File: src/rtl/dense_layer_ctrl.sv
// dense_layer_ctrl: sequences one input vector through clear, accumulate, bias and output phases
module dense_layer_ctrl #(
    parameter int DATA_WIDTH = 16,
    parameter int WIDTH      = 16,
    parameter int NUM_NODES  = 16,
    parameter int ADDR_WIDTH = 4
) (
    input  logic                  i_clk,
    input  logic                  i_reset,
    input  logic                  i_layer_active,
    input  logic                  i_start,
    input  logic [DATA_WIDTH-1:0] i_data_in,
    input  logic                  i_in_valid,
    output logic                  o_in_ready,
    output logic [DATA_WIDTH-1:0] o_node_data,
    output logic [ADDR_WIDTH-1:0] o_weight_addr,
    output logic                  o_acc_clear,
    output logic                  o_acc_en,
    output logic                  o_bias_en,
    output logic                  o_out_valid,
    input  logic                  i_out_ready,
    output logic                  o_busy,
    output logic                  o_done
);

    if (WIDTH < 1 || WIDTH > 1024) begin : g_bad_width
        $error("WIDTH must be within 1..1024");
    end
    if ((64'd1 << ADDR_WIDTH) < 64'(WIDTH)) begin : g_bad_addr
        $error("ADDR_WIDTH too small to index WIDTH weights");
    end
    if (NUM_NODES < 1) begin : g_bad_nodes
        $error("NUM_NODES must be at least 1");
    end

    typedef enum logic [2:0] {IDLE, CLEAR, ACCUM, BIAS, OUTPUT} state_t;

    localparam logic [ADDR_WIDTH-1:0] LAST = ADDR_WIDTH'(WIDTH - 1);

    state_t                r_state, w_next;
    logic [ADDR_WIDTH-1:0] r_cnt, w_cnt;
    logic [DATA_WIDTH-1:0] r_node_data, w_node_data;
    logic [ADDR_WIDTH-1:0] r_weight_addr, w_weight_addr;
    logic                  r_in_ready, r_acc_clear, r_acc_en, r_bias_en, r_out_valid, r_busy, r_done;
    logic                  w_in_ready, w_acc_clear, w_acc_en, w_bias_en, w_out_valid, w_busy, w_done;
    logic                  w_abort, w_accept, w_last, w_take;

    assign w_abort  = (r_state != IDLE) && !i_layer_active;
    assign w_accept = (r_state == ACCUM) && r_in_ready && i_in_valid && !w_abort;
    assign w_last   = w_accept && (r_cnt == LAST);
    assign w_take   = (r_state == OUTPUT) && r_out_valid && i_out_ready && !w_abort;

    // next state and next values of every registered output
    always_comb begin
        w_next = r_state;
        if (w_abort) begin
            w_next = IDLE;
        end else begin
            case (r_state)
                IDLE:    w_next = (i_start && i_layer_active) ? CLEAR : IDLE;
                CLEAR:   w_next = ACCUM;
                ACCUM:   w_next = w_last ? BIAS : ACCUM;
                BIAS:    w_next = OUTPUT;
                OUTPUT:  w_next = w_take ? IDLE : OUTPUT;
                default: w_next = IDLE;
            endcase
        end
        w_in_ready    = (w_next == ACCUM);
        w_acc_clear   = (w_next == CLEAR);
        w_acc_en      = w_accept;
        w_bias_en     = (r_state == BIAS) && (w_next == OUTPUT);
        w_out_valid   = (r_state == OUTPUT) && (w_next == OUTPUT);
        w_busy        = (w_next != IDLE);
        w_done        = w_take;
        w_cnt         = (w_abort || r_state == CLEAR || w_last) ? '0 :
                        w_accept ? r_cnt + ADDR_WIDTH'(1) : r_cnt;
        w_node_data   = w_accept ? i_data_in : r_node_data;
        w_weight_addr = w_accept ? r_cnt : r_weight_addr;
    end

    // state register
    always_ff @(posedge i_clk) begin
        if (i_reset) r_state <= IDLE;
        else         r_state <= w_next;
    end

    // registered outputs and beat counter
    always_ff @(posedge i_clk) begin
        if (i_reset) begin
            r_cnt         <= '0;
            r_node_data   <= '0;
            r_weight_addr <= '0;
            r_in_ready    <= 1'b0;
            r_acc_clear   <= 1'b0;
            r_acc_en      <= 1'b0;
            r_bias_en     <= 1'b0;
            r_out_valid   <= 1'b0;
            r_busy        <= 1'b0;
            r_done        <= 1'b0;
        end else begin
            r_cnt         <= w_cnt;
            r_node_data   <= w_node_data;
            r_weight_addr <= w_weight_addr;
            r_in_ready    <= w_in_ready;
            r_acc_clear   <= w_acc_clear;
            r_acc_en      <= w_acc_en;
            r_bias_en     <= w_bias_en;
            r_out_valid   <= w_out_valid;
            r_busy        <= w_busy;
            r_done        <= w_done;
        end
    end

    assign o_in_ready    = r_in_ready;
    assign o_node_data   = r_node_data;
    assign o_weight_addr = r_weight_addr;
    assign o_acc_clear   = r_acc_clear;
    assign o_acc_en      = r_acc_en;
    assign o_bias_en     = r_bias_en;
    assign o_out_valid   = r_out_valid;
    assign o_busy        = r_busy;
    assign o_done        = r_done;

endmodule

File: config.mk
export PLATFORM = sky130hd
export DESIGN_NAME = dense_layer_ctrl
export DESIGN_NICKNAME = d
export VERILOG_FILES = /design/src/rtl/dense_layer_ctrl.sv
export SDC_FILE = /design/constraint.sdc
export NUM_CORES = 1
export LEC_CHECK = 0
export ABC_AREA = 1
export CELL_PAD_IN_SITES_DETAIL_PLACEMENT = 1
export CELL_PAD_IN_SITES_GLOBAL_PLACEMENT = 1
export CORE_ASPECT_RATIO = 1.2
export CORE_MARGIN = 2
export CORE_UTILIZATION = 30
export DETAILED_ROUTE_END_ITERATION = 10
export MAX_ROUTING_LAYER = met4
export PLACE_DENSITY = 0.81
export SYNTH_ARGS = -nofsm -noshare
export SYNTH_HDL_FRONTEND = slang
export SYNTH_SLANG_ARGS = --single-unit
File: constraint.sdc
create_clock -name i_clk -period 1.6 [get_ports i_clk]
set_input_delay 0.32 -clock i_clk [delete_from_list [all_inputs] [get_ports i_clk]]
set_output_delay 0.32 -clock i_clk [all_outputs]
set_load 0.02 [all_outputs]
==> summary.txt <==
Final layout
  • Commonest non-fill, non-tap cell in the layout: nor2_1
  • Fin nets: 242
  • Fin util: roughly half
  • Post-route design area: a little over 2000 um2
  • N_diodes: 0
  • Fin cells: between 200 and 300
  • Layout area overhead: 57.2%
  • Share of layout cells above drive strength 1: between 10% and 20%
  • Area of the multi-input gates: about 530 um2
  • Most frequent cells in the layout: 47 x nor2_1, 38 x clkdlybuf4s50_1, 34 x dfxtp_1
  • Number of fillers in the final layout: slightly above 500
  • Register Area: between 600 and 700 um2

Floorplan
  • Die width: about 64 um
  • Core footprint: 4200 um2
  • Die area: slightly below 5000 um2
  • Initial core utilization: between 30% and 40%
  • Die Y: roughly 76 um
  • Rows: 26
  • Top Ports: 49

GRT
  • Remaining global-route overflow: 0
  • First-pass GRT wire length: roughly 5700 um
  • Overall Global Routing Usage: 15.6%
  • Vias in the first global route: about 1.3k
  • Antenna violations before repair: 0
  • Largest net degree at the start of global routing: 21

Clock tree
  • Root buffer cell: clkbuf_8
  • Skew-Pair Late Insertion Delay: just under 0.3 ns
  • CTS Sinks: 34
  • Max Buffers Root-to-Sink: 2
  • CTS H-Tree Depth: 2
  • Total CTS buffers: 5
  • Clock-pin slew of the registers on the worst-case setup and hold paths: about 0.070 ns
  • CTS tree: done

Min path
  • Hold Crit Class: reg -> reg
  • HP Start: o_node_data[12]

STA
  • Final Hold Fails: 0
  • Period utilization: a little under 100%
  • RSZ-0062 raised after global routing: no
  • Fmax: roughly 0.64 GHz
  • Hold slack: ~0.48 ns
  • Setup violations, final: 0
  • Sum Neg Setup Slack: 0 ns
  • Worst-Margin Slew: between 0.2 and 0.25 ns
  • Slew headroom: 83.6%
  • Fin Clk Skew: 0.00721 ns
  • Final Max Tran Viols: 0
  • PnR worst setup slack: between 0.03 and 0.04 ns
  • Tmin final: between 1.5 and 2 ns

Synth
  • Syn nets: 183
  • Yosys cell types: 21
  • #FFs+latches synth: 34
  • Gate Count Post-Synth: 160
  • Cell area after synthesis: between 1000 and 1500 um2
  • Post-synthesis sequential area ratio: 52.5%
  • Synthesis warning total: 0
  • Mean post-synth cell area: between 8 and 9 um2

Detailed routing
  • Initial DRT Pass Iterations: 3
  • First DRT Iteration DRCs: 28
  • Via count: 1221
  • Post-route DRC: 0
  • Drt wl/cell: ~12 um
  • DR vias/cell: approximately 4.4
  • Drt total wl: ~3400 um
  • Final ANT Viol Nets: 0

Placement
  • Dpl cells: 268
  • DP HPWL: ~2600 um
  • Port buffer count: 48
  • Final GP Congestion: slightly below 0.8
  • Place WS: ~0.00022 ns
  • Placed Area: approximately 1900 um2

Critical path
  • CP Cell Sequence: clkdlybuf4s50_1
  • Startpoint types: flop
  • CP top delay family: buffers and inverters
  • Worst r2r src: r_state[1]
  • Max incr delay on CP: 0.61 ns
  • CP max FO: 2
  • Kind of critical path: reg -> out
  • Worst EP required: about 1.3 ns
  • Buf+Inv Stages, Crit Path: 1
  • Slowest stage cell, crit path: clkdlybuf4s50_1
  • Arrival time worst endpoint: 1.25 ns
  • Worst setup EP type: output pin
  • Crit path from: o_node_data[6]

Power
  • Power, Total: approximately 1.7 mW
  • Cell Pwr Density: 858 nW/um2
  • Worst vdd rail ir drop: 0.543 mV
  • Leak pwr: 0.982 nW

Job
  • Max cap viols: 0

Run status
  • Status: completed
## layer usage
metal	up-vias	track usage [%]	wire, um
met5	-	-	0
met2	27	28.0	1870
met4	0	5.87	61
met3	5	4.73	169
met1	563	15.6	1320
li1	626	-	-
## area by class of cell
| cell class | count | share of cell area (%) |
|---|---|---|
| inverter | 9 | 1.66 |
| clock buffer | 8 | 5.40 |
| tap | 56 | 3.44 |
| sequential | 34 | 33.4 |
| multi-input combinational | 111 | 26.0 |
| timing repair buffer | 58 | 30.1 |
## report_power, final
part	leakage, nW	switching [mW]	total (mW)	internal [mW]
clock	0.0575	0.315	0.749	0.434
sequential	0.274	0.00561	0.861	0.855
combinational	0.650	0.0614	0.139	0.0779
total	0.982	0.382	1.75	1.37
## cell usage after synthesis, drive strengths merged
| cell | instances | area share (%) |
|---|---|---|
| xor2 | 1 | 0.68 |
| nor2 | 49 | 15 |
| nand2 | 21 | 7.4 |
| nand4 | 2 | 0.97 |
| ha | 1 | 0.97 |
| nand3 | 10 | 3.9 |
| inv | 9 | 2.6 |
| buf | 4 | 3.5 |
| nor3 | 1 | 0.39 |
| nand3b | 3 | 2.7 |
| dfxtp | 34 | 53 |
| clkbuf | 2 | 0.58 |
| o21ai | 19 | 7.3 |
| a21oi | 4 | 1.5 |
## repair_timing
action | 4_1_cts | 5_1_grt
setup endpoints to repair | 1 | 9
buffers inserted | 0 | 0
hold buffers | 0 | 0
gates resized for setup | 1 | 9
## logic make-up (layout without fill, tap and decap cells)
kind of cell / count (synthesis) / count (layout) / share of synthesized area, %
xor gates and xnor gates: 1 / 1 / 0.676
and+or+nand+nor: 86 / 86 / 30.3
adders and majority gates: 1 / 1 / 0.965
DFF: 34 / 34 / 52.5
buffers and inverters: 15 / 75 / 6.66
AOI/OAI and AO/OA: 23 / 23 / 8.88
## registers in the layout, summed over array words and instances (netlist names)
register	cells
o_node_data	16
o_weight_addr	4
r_cnt	4
r_state	3
o_acc_clear	1
o_acc_en	1
o_bias_en	1
o_busy	1
o_done	1
o_in_ready	1
o_out_valid	1
## worst paths after layout
path	end	slack, ns	cells past startpoint
min reg2reg	o_node_data[12]	0.48	2
max reg2reg	o_weight_addr[3]	0.25	7
min	o_node_data[12]	0.48	2
max	o_node_data[6]	0.03	1
## worst min-delay path, stage by stage (launching register included)
cell and delay (ns):
dfxtp_1 0.33, nor2_1 0.04, nor2_1 0.08
Note: power is estimated with default switching activity, not from simulation.
